`src/rtl/fsmc_arb_pkg.sv`:
```
// Shared types and helpers for the FSMC slave arbiter.
package fsmc_arb_pkg;

  typedef enum logic [1:0] {
    IDLE    = 2'd0,
    RD_REQ  = 2'd1,
    WR_WAIT = 2'd2,
    WR_REQ  = 2'd3
  } arb_state_t;

  localparam int STAT_WIDTH = 16;

  // True when exactly one bit is set; callers zero-extend narrower vectors.
  function automatic logic onehot_valid(input logic [31:0] v);
    return (v != '0) && ((v & (v - 32'd1)) == '0);
  endfunction

endpackage

```
`src/rtl/fsmc_onehot_enc.sv`:
```
// Combinational one-hot to binary index encoder with a valid (exactly-one-bit) flag.
module fsmc_onehot_enc
  import fsmc_arb_pkg::*;
#(
  parameter int N  = 4,
  parameter int IW = (N > 1) ? $clog2(N) : 1
) (
  input  logic [N-1:0]  onehot,
  output logic [IW-1:0] idx,
  output logic          valid
);

  // NOTE: every always_comb output gets a default first, so no path can infer a latch.
  always_comb begin
    idx = '0;
    for (int i = 0; i < N; i++) begin
      if (onehot[i]) idx = idx | IW'(i);
    end
  end

  assign valid = onehot_valid(32'(onehot));

endmodule

```
`src/rtl/fsmc_slave_arbiter.sv`:
```
// Sequences fsmc_interface cs/state/rd_data into per-slave req/ack transfers with timeout.
// Optional saturating error statistics when FSMC_ARB_STATS_EN is defined.
module fsmc_slave_arbiter
  import fsmc_arb_pkg::*;
#(
  parameter int                  NUM_SLAVES     = 4,
  parameter int                  DATA_WIDTH     = 16,
  parameter int                  SLV_ADDR_WIDTH = 8,
  parameter int                  TIMEOUT_CYCLES = 8,
  parameter logic [DATA_WIDTH-1:0] TIMEOUT_DATA = 16'hDEAD
) (
  input  logic                             clk,
  input  logic                             reset_n,
  input  logic [DATA_WIDTH-1:0]            bus_rd_data,
  input  logic                             bus_state,
  input  logic [NUM_SLAVES-1:0]            bus_cs,
  output logic [DATA_WIDTH-1:0]            bus_wr_data,
  output logic [NUM_SLAVES-1:0]            slv_req,
  output logic                             slv_we,
  output logic [SLV_ADDR_WIDTH-1:0]        slv_addr,
  output logic [DATA_WIDTH-1:0]            slv_wdata,
  input  logic [NUM_SLAVES-1:0]            slv_ack,
  input  logic [NUM_SLAVES*DATA_WIDTH-1:0] slv_rdata,
  output logic                             busy,
  output logic                             err_timeout,
  output logic                             err_overrun,
  output logic [STAT_WIDTH-1:0]            stat_timeouts,
  output logic [STAT_WIDTH-1:0]            stat_overruns
);

  localparam int IW = (NUM_SLAVES > 1) ? $clog2(NUM_SLAVES) : 1;
  localparam int TW = $clog2(TIMEOUT_CYCLES + 1);

  arb_state_t                state_q, state_d;
  logic [NUM_SLAVES-1:0]     cs_prev_q, cs_prev_d;
  logic [IW-1:0]             idx_q, idx_d;
  logic [SLV_ADDR_WIDTH-1:0] addr_q, addr_d;
  logic [DATA_WIDTH-1:0]     wdata_q, wdata_d;
  logic [DATA_WIDTH-1:0]     rdata_q, rdata_d;
  logic [TW-1:0]             timer_q, timer_d;
  logic                      err_to_q, err_to_d;
  logic                      err_ov_q, err_ov_d;

  logic [IW-1:0] cs_idx, ack_idx;
  logic          cs_valid, ack_hit;
  logic          start, illegal_new, timer_zero, in_req;

  fsmc_onehot_enc #(.N(NUM_SLAVES), .IW(IW)) u_cs_enc (
    .onehot (bus_cs),
    .idx    (cs_idx),
    .valid  (cs_valid)
  );

  // Only the addressed slave's ack is visible; acks on other bits are masked off.
  fsmc_onehot_enc #(.N(NUM_SLAVES), .IW(IW)) u_ack_enc (
    .onehot (slv_ack & slv_req),
    .idx    (ack_idx),
    .valid  (ack_hit)
  );

  // A valid one-hot cs is never zero, so "changed from previous" also covers "previous was zero".
  assign start       = cs_valid && (bus_cs != cs_prev_q);
  assign illegal_new = (bus_cs != '0) && !cs_valid && (bus_cs != cs_prev_q);
  assign timer_zero  = (timer_q == '0);
  assign in_req      = (state_q == RD_REQ) || (state_q == WR_REQ);

  // NOTE: sequential state uses non-blocking assignments so every flop samples pre-edge values.
  always_ff @(posedge clk or negedge reset_n) begin
    if (!reset_n) state_q <= IDLE;
    else          state_q <= state_d;
  end

  always_comb begin
    state_d = state_q;
    unique case (state_q)
      IDLE:    if (start) state_d = bus_state ? RD_REQ : WR_WAIT;
      RD_REQ:  if (ack_hit || timer_zero) state_d = IDLE;
      WR_WAIT: if (bus_cs == '0) state_d = WR_REQ;
      WR_REQ:  if (ack_hit || timer_zero) state_d = IDLE;
      default: state_d = IDLE;
    endcase
  end

  always_comb begin
    slv_req = '0;
    if (in_req) slv_req[idx_q] = 1'b1;
    slv_we = (state_q == WR_REQ);
    busy   = (state_q != IDLE);
  end

  // Timer holds the number of request cycles left after the current one.
  always_comb begin
    cs_prev_d = bus_cs;
    idx_d     = idx_q;
    addr_d    = addr_q;
    wdata_d   = wdata_q;
    rdata_d   = rdata_q;
    timer_d   = timer_q;
    err_to_d  = 1'b0;
    err_ov_d  = illegal_new || (start && (state_q != IDLE));

    if (in_req && !timer_zero) timer_d = timer_q - TW'(1);

    unique case (state_q)
      IDLE: if (start) begin
        idx_d   = cs_idx;
        addr_d  = bus_rd_data[SLV_ADDR_WIDTH-1:0];
        timer_d = TW'(TIMEOUT_CYCLES - 1);
      end
      WR_WAIT: if (bus_cs == '0) begin
        wdata_d = bus_rd_data;
        timer_d = TW'(TIMEOUT_CYCLES - 1);
      end
      RD_REQ: begin
        if (ack_hit) rdata_d = slv_rdata[ack_idx*DATA_WIDTH +: DATA_WIDTH];
        else if (timer_zero) begin
          rdata_d  = TIMEOUT_DATA;
          err_to_d = 1'b1;
        end
      end
      WR_REQ: if (!ack_hit && timer_zero) err_to_d = 1'b1;
      default: ;
    endcase
  end

  always_ff @(posedge clk or negedge reset_n) begin
    if (!reset_n) begin
      cs_prev_q <= '0;
      idx_q     <= '0;
      addr_q    <= '0;
      wdata_q   <= '0;
      rdata_q   <= '0;
      timer_q   <= '0;
      err_to_q  <= 1'b0;
      err_ov_q  <= 1'b0;
    end else begin
      cs_prev_q <= cs_prev_d;
      idx_q     <= idx_d;
      addr_q    <= addr_d;
      wdata_q   <= wdata_d;
      rdata_q   <= rdata_d;
      timer_q   <= timer_d;
      err_to_q  <= err_to_d;
      err_ov_q  <= err_ov_d;
    end
  end

  assign bus_wr_data = rdata_q;
  assign slv_addr    = addr_q;
  assign slv_wdata   = wdata_q;
  assign err_timeout = err_to_q;
  assign err_overrun = err_ov_q;

`ifdef FSMC_ARB_STATS_EN
  logic [STAT_WIDTH-1:0] stat_to_q, stat_to_d;
  logic [STAT_WIDTH-1:0] stat_ov_q, stat_ov_d;

  // Counters step together with the error pulse they record and stick at all-ones.
  always_comb begin
    stat_to_d = stat_to_q;
    stat_ov_d = stat_ov_q;
    if (err_to_d && (stat_to_q != '1)) stat_to_d = stat_to_q + STAT_WIDTH'(1);
    if (err_ov_d && (stat_ov_q != '1)) stat_ov_d = stat_ov_q + STAT_WIDTH'(1);
  end

  always_ff @(posedge clk or negedge reset_n) begin
    if (!reset_n) begin
      stat_to_q <= '0;
      stat_ov_q <= '0;
    end else begin
      stat_to_q <= stat_to_d;
      stat_ov_q <= stat_ov_d;
    end
  end

  assign stat_timeouts = stat_to_q;
  assign stat_overruns = stat_ov_q;
`else
  assign stat_timeouts = '0;
  assign stat_overruns = '0;
`endif

endmodule
```
`config.mk`:
```
export PLATFORM = sky130hd
export DESIGN_NAME = fsmc_slave_arbiter
export DESIGN_NICKNAME = d
export VERILOG_FILES = /design/src/rtl/fsmc_arb_pkg.sv /design/src/rtl/fsmc_onehot_enc.sv /design/src/rtl/fsmc_slave_arbiter.sv
export SDC_FILE = /design/constraint.sdc
export NUM_CORES = 1
export LEC_CHECK = 0
export BUFFER_PORTS_ARGS = -buffer_cell sky130_fd_sc_hd__buf_2
export CORE_MARGIN = 2
export CORE_UTILIZATION = 35
export CTS_BUF_LIST = sky130_fd_sc_hd__clkbuf_8
export CTS_CLUSTER_DIAMETER = 120
export DETAILED_ROUTE_END_ITERATION = 8
export GPL_ROUTABILITY_DRIVEN = 0
export HOLD_SLACK_MARGIN = 0.12
export PLACE_DENSITY = 0.67
export SLEW_MARGIN = 20
export SYNTH_ARGS = -nofsm -noshare
export SYNTH_HDL_FRONTEND = slang
export SYNTH_SLANG_ARGS = --single-unit
```
`constraint.sdc`:
```
create_clock -name clk -period 1.8 [get_ports clk]
set_input_delay 0 -clock clk [delete_from_list [all_inputs] [get_ports clk]]
set_output_delay 0 -clock clk [all_outputs]
set_load 0.005 [all_outputs]
```
==> results of run 1 <==
where the power goes:
| group | switching (uW) | internal [uW] | total [uW] |
|---|---|---|---|
| clock | 441 | 328 | 769 |
| sequential | 339 | 1740 | 2080 |
| combinational | 1270 | 1510 | 2770 |
| total | 2050 | 3570 | 5620 |
synthesized netlist by cell type (5+ instances only):
| master | count | share of area |
|---|---|---|
| nand2_1 | 8 | 0.0092 |
| o21bai_1 | 5 | 0.011 |
| nor2_1 | 16 | 0.018 |
| o21ai_0 | 18 | 0.027 |
| o31ai_1 | 11 | 0.025 |
| nand3b_1 | 5 | 0.011 |
| buf_4 | 34 | 0.078 |
| inv_1 | 5 | 0.0057 |
| mux2_4 | 8 | 0.037 |
| dfrtp_1 | 54 | 0.41 |
| clkbuf_1 | 7 | 0.0080 |
| a21oi_1 | 23 | 0.035 |
| o31a_1 | 5 | 0.013 |
| mux2_2 | 18 | 0.062 |
| and3_1 | 13 | 0.025 |
| xnor2_1 | 5 | 0.013 |
| nand3_1 | 5 | 0.0076 |
| buf_2 | 11 | 0.017 |
| o21a_1 | 16 | 0.037 |
| a211oi_1 | 11 | 0.025 |
area by class of cell:
type | count | area, sq um
repair buffers | 221 | 1480
flip-flops and latches | 54 | 1360
fillers | 816 | 4280
clock inverters | 2 | 20.0
clock buffers | 6 | 82.6
well taps | 111 | 139
diodes | 1 | 2.50
inverters | 5 | 18.8
multi-input cells | 239 | 1770
routing by layer:
layer	part of all wire	track usage
met1	0.40	0.225
met4	0.023	0.0590
met3	0.063	0.0388
met2	0.51	0.355
met5	0	0
sequential cells by signal (all words and copies together), names as in the netlist:
name         cells
slv_addr         8
state_q          2
idx_q            2
slv_wdata       16
cs_prev_q        4
err_timeout      1
timer_q          4
err_overrun      1
bus_wr_data     16
cells by family (layout without fill, tap and decap cells):
kind of cell,count (synthesis),after routing,share of synthesized area
xor gates and xnor gates,6,6,0.0160
adders and majority gates,2,2,0.00687
other,1,33,0.00114
and+or+nand+nor,74,74,0.134
buffers and inverters,62,234,0.123
AOI/OAI and AO/OA,95,95,0.195
muxes,30,30,0.111
DFF,54,54,0.412
through the flow:
stage | utilization | setup slack, ns | std cells
floorplan | - | -0.0875 | 355
global placement | 0.447 | 0.00291 | 577
detailed placement | 0.447 | -0.0482 | 577
CTS | 0.516 | -0.0495 | 635
global route | 0.532 | -0.144 | 639
finish | 0.532 | -0.0890 | 639
timing repair:
action | 4_1_cts | 5_1_grt
cloned | 0 | 0
resized for setup | 8 | 30
setup buffers | 1 | 3
hold buffers | 49 | 0
endpoints found under the setup margin | 17 | 35
pin swaps | 1 | 0
endpoints found under the hold margin | 102 | 0
critical path: stages, from the launching register on:
cell,delay (ns)
dfrtp_1,0.41
inv_1,0.06
ha_2,0.17
or3b_4,0.38
o221a_4,0.12
or2_4,0.24
buf_6,0.13
o31a_1,0.25
path summary, 6_finish.rpt:
path,slack [ns],end
max,-0.09,bus_wr_data[6]
min,0.12,bus_wr_data[13]
max reg2reg,-0.09,bus_wr_data[6]
min reg2reg,0.52,slv_wdata[1]
max in group asynchronous,1.12,slv_addr[5]
min in group asynchronous,0.13,slv_wdata[12]
layout by cell type (no fill, tap or decap), types with 6 or more instances in the layout:
master	count
and3_1	13
o31ai_2	6
a21oi_1	23
o21ai_0	14
a211oi_1	8
nor2_1	16
buf_4	30
dfrtp_1	51
clkbuf_8	6
mux2_2	18
nand2_1	7
dlygate4sd3_1	49
buf_2	137
conb_1	32
o21a_1	16
mux2_4	8
==> impl_summary.md, run 1 <==
CTS
The tree is rooted in a clkbuf_8. The number of clock buffers added by TritonCTS is 5. The latest clock arrival within the worst-skew pair is 0.31 ns. TritonCTS built the clock tree. The largest buffer count on any clock path is 2. The clock-pin transition on the worst setup and hold timing paths is between 0.1 and 0.15 ns. The level count of the clock H-tree is 2. Clock tree synthesis found a total of 54 sinks.

Critical path
STA classifies the critical path startpoint as a flip-flop. For the worst setup path, the data required time is about 2 ns. STA puts the critical path data arrival time at between 2 and 2.5 ns. The source of the worst register-to-register timing path is timer_q[1]. The critical path start-end classification is reg -> reg.

The largest driver fanout on the critical path is 6. The depth of the worst register-to-register path is 7. STA classifies the critical path endpoint as a flip-flop.

The critical path starts at timer_q[1].

Global routing
Entering global routing, the biggest net connects 25 pins. The global-route usage over all layers is 0.194. The number of antenna violations at the first check in global routing came to 1. After global routing the overflow that remains totals 0.

The first global-routing pass estimated about 16000 microns of wire. The via count of the first global-routing pass is between 3000 and 4000.

STA
The total count of hold-check failures in the final report is 0. After layout, the minimum clock period comes to about 1.9 ns. Across all hold checks on the routed design, the worst slack comes to ~0.12 ns. Setup total negative slack on the finished layout was measured at -0.741 ns. The count of endpoints failing setup in the final report is 16.

The final max-slew violation count came to 0. Clock skew on the completed layout was measured at a little under 0.008 ns. Of the available clock period, the critical path in the final layout requires 1.05.

The worst setup margin is -0.0890 ns. Setup repair after global routing could not meet its margin everywhere. The maximum clock frequency is approximately 0.53 GHz.

Routing
The total vias in the final route is approximately 3200. The initial detailed-routing violation count is 146. The first-pass iteration count of the detailed router is 5. The final wirelength is ~10000 microns. The via-per-instance ratio is about 5.0. Dividing the detail-routed wire length by the instance count gives ~16 microns. The DRC violation count after routing is 0.

The count of antenna-violating nets left after detailed routing is 0.

Flow run
Max-cap violations in this run came to 0.

Floorplanning
The row count is 35. The floorplan step defined a die boundary enclosing between 0.01 and 0.015 sq mm. The initial standard-cell utilization of the core is 0.358. about 170 I/O pins were placed. The floorplan step defined a core boundary enclosing between 0.009 and 0.01 sq mm.

The y dimension of the die is roughly 100 microns. The die is roughly 100 microns wide.

Synth
The share of the Yosys chip area taken by registers is 0.412. In this run, synthesis inferred 0 flip-flops with an integrated enable. The synthesized area is 0.00328 sq mm.

The share of synthesized registers carrying an async set or reset is 1.00. The predominant post-synthesis flop cell is dfrtp_1. Synthesis inferred 54 register bits. The number of different library cells in the post-synthesis netlist is 47. Synthesis produced between 300 and 400 cells. A synthesized cell averages ~10 sq um. The number of synthesis warnings is 0.

Hold path
The worst hold path was traced through 4 stages. The path class of the tightest hold or removal check is in -> reg. In this run the most critical hold path is launched from slv_rdata[61].

Pwr
Dividing total power by cell area gives a power density of around 1200 mW/mm^2. For this design the static power due to leakage is about 0.0024 uW. IR analysis of the VDD net gives a maximum drop of around 0.65 mV.

The total design power is 5620 uW.

Place
During placement, the flow inserted port buffers numbering approximately 140. The area after detailed placement is between 0.004 and 0.005 sq mm. Detailed placement ended at an HPWL of roughly 7000 microns.

Finish
In the final design database the tool counted about 600 nets. The area growth from synthesis to final layout is 48.5%. Summing all non-filler instances in the final layout gives an area of 0.00487 sq mm. Of the cells placed in the final design, the portion with a size suffix greater than 1 is 0.448.

Run status
The flow ran to the end, but the final reports show violations. The checks that failed: setup timing.
No activity file was read; power rests on OpenSTA's default activity.
==> inputs of run 2 (changes only) <==
CORE_UTILIZATION = 42   (was 35)
PLACE_DENSITY = 0.78   (was 0.67)
==> run 2 against run 1 <==
The run still ends with setup timing left. Largest power group unchanged. Highest routed layer unchanged. Setup slack improved by 0.011 ns. Maximum frequency rose by 0.59%. Combinational power rose by 4%. Wire length rose by 0.74%. Sequential share of layout area fell by 0.49 points. Critical endpoint is now bus_wr_data[13]. First-iteration DRC count fell by 17%. Sequential cell count did not move. Count of clock-buffer cells in the layout rose by 1.
==> impl_summary.md, run 2 (synthesized netlist as in run 1, its figures left out) <==
Routing
The total vias in the final route is 3216 (+1.1%). The DRC violation count after routing is 0 (unchanged). The via-per-instance ratio is 5.17 (+3.9%). The initial detailed-routing violation count was 121 (-17%). The count of antenna-violating nets left after detailed routing came to 0 (unchanged). The first-pass iteration count of the detailed router is 4 (-1). The final wirelength came to 10000 microns (+0.74%). The post-detailed-route wirelength per cell came to 16.1 microns (+3.5%).

Finish
The final layout net count was 611 (-1.1%). The area of the multi-input gates came to 0.00189 sq mm (+6.8%). From synthesis to final layout, the design area changed by 51.1%. The count of antenna diodes in the layout is 0 (-1). In the layout the commonest cells are buf_2, dfrtp_1, dlygate4sd3_1, conb_1, a21oi_1. The fraction of layout instances using a drive strength above 1 is 0.460 (+0.0118). The final standard cell utilization of the core is 0.648 (+0.116). The sequential cell area is 0.00135 sq mm (about the same). The leading cell type in the layout, fill and taps excluded is buf_2.

The filler cell count is 603 (-26%). The number of standard cells in the final layout excluding fillers came to 622 (-2.7%).

Critical path
The critical path required time is 1.99 ns (about the same). The largest driver fanout on the critical path was 5 (-1). The critical path start-end classification is reg -> reg. STA classifies the critical path endpoint as a flip-flop.

The depth of the worst register-to-register path is 7 (unchanged). The worst-case register-to-register setup slack is -0.08 ns (about the same). The source of the worst register-to-register timing path is timer_q[0]. In this run the critical register-to-register path is captured at bus_wr_data[13].

The startpoint type of the worst setup path is a flip-flop. The data arrival time of the critical path is 2.07 ns (-0.02 ns).

Hold path
The worst hold path terminates at bus_wr_data[8]. The worst hold path begins at slv_rdata[56]. The cell depth of the worst hold path is 4 (unchanged). The class of the most critical hold timing path is in -> reg.

Floorplanning
The horizontal die dimension is 92.3 microns (-8.4%). The row count is 32 (-8.6%). The area enclosed by the die boundary is 0.00853 sq mm (-16%). The y dimension of the die is 92.3 microns (-8.4%).

The I/O pin total is 171 (unchanged). The area of the placeable core is 0.00765 sq mm (-16%). The initial standard-cell utilization of the core is 0.429 (+0.0705).

STA
At the pin with the least slew margin, the transition time is 0.514 ns. The count of endpoints failing setup in the final report is 17 (+1). The worst slew slack as a fraction of its limit is 0.653. The maximum clock frequency is 0.533 GHz (+0.59%).

The time the worst path needs with I/O delays and setup came to 1.88 ns (-0.0112 ns). The clock skew is 0.00338 ns (-0.00448 ns). Setup repair after global routing could not meet its margin everywhere. The total count of hold-check failures in the final report is 0 (unchanged). The worst setup margin is -0.0778 ns (+0.0112 ns). The part of the cycle the worst path needs is 1.04 (-0.00620).

The final max-slew violation count was 0 (unchanged). The total negative slack was -0.660 ns (+0.0811 ns).

Place
The HPWL after detailed placement is 6510 microns (-6.8%). The count of input and output buffers came to 138 (unchanged). The count of placed standard cells including taps came to 564 (-2.3%).

Run status
The flow ran to the end, but the final reports show violations. The checks that failed: setup timing.

Pwr
The leakage power is 0.00237 uW (+0.10%). The total design power is 5720 uW (+1.8%). The peak supply drop was 0.815 mV (+25%). The total power density per cell area was 1160 mW/mm^2 (about the same).

CTS
The level count of the clock H-tree is 2 (unchanged). The largest buffer count on any clock path is 2 (unchanged). The TritonCTS clock tree is done. The clock buffer count from CTS is 5 (unchanged). The master cell of the clock root buffer is clkbuf_8. The number of clock sinks seen by CTS came to 54 (unchanged). The latest clock arrival within the worst-skew pair is 0.30 ns (about the same). The clock-pin transition on the worst setup and hold timing paths is 0.09 ns (-0.02 ns).

Flow run
The max-cap violation count is 0 (unchanged).

Global routing
The final global-route overflow total came to 0 (unchanged). The global-route usage over all layers is 0.219 (+0.0252). The via count of the first global-routing pass is 3167 (-3.1%). The number of antenna violations at the first check in global routing was 0 (-1). The pin count of the biggest net entering global routing came to 38 (+52%).

The wire length of the first global-routing pass is 14900 microns (-4.8%).
-- run 2: routing by layer --
layer,vias up,track usage,wire length (microns)
li1,1496,-,-
met1,1553,0.263,3860
met2,143,0.403,5390
met3,24,0.0325,539
met4,0,0.0659,252
met5,-,0,0
-- run 2: how the worst max path moves through the flow --
stage | from | to | slack, ns | cells past startpoint
final | timer_q[0] | bus_wr_data[13] | -0.08 | 7
after global routing | timer_q[1] | bus_wr_data[4] | -0.13 | 7
after CTS | timer_q[1] | bus_wr_data[3] | -0.05 | 7
after detailed placement | timer_q[1] | bus_wr_data[10] | -0.08 | 7
after global placement | timer_q[1] | bus_wr_data[13] | 0.01 | 7
after floorplan | timer_q[0] | bus_wr_data[0] | -0.09 | 8
-- run 2: final cells by class --
cell class                 count  area share
timing repair buffer         214       0.295
tap                          102      0.0258
sequential                    54       0.273
inverter                       5     0.00379
clock buffer                   7      0.0195
multi-input combinational    239       0.381
clock inverter                 1     0.00177
-- run 2: worst max-delay path, stage by stage, from the launching register on --
cell and delay [ns]:
dfrtp_1 0.39, inv_1 0.10, ha_4 0.13, or3b_4 0.39, o221a_4 0.13, or2_4 0.26, buf_6 0.14, o31a_1 0.23
-- run 2: timing repair --
| action | CTS | global route |
|---|---|---|
| gates resized for setup | 15 | 47 |
| hold endpoints to repair | 102 | 0 |
| buffers inserted | 1 | 0 |
| setup endpoints to repair | 17 | 36 |
| gates cloned | 0 | 1 |
| hold buffers | 48 | 0 |
| pin swaps | 0 | 9 |
-- run 2: per-stage QoR --
stage,cell area (sq um),hold slack [ns],setup WS (ns)
after global placement,4060,-0.0357,0.0116
final,4950,0.126,-0.0778
after floorplan,3400,-0.296,-0.0875
after detailed placement,4060,-0.0253,-0.0797
after CTS,4720,0.122,-0.0536
after global routing,4950,0.136,-0.127
-- run 2: power breakdown --
part           switching [uW]  leakage [uW]  internal, uW
clock network             390     0.0000544           353
registers                 343      0.000639          1740
logic                    1360       0.00167          1530
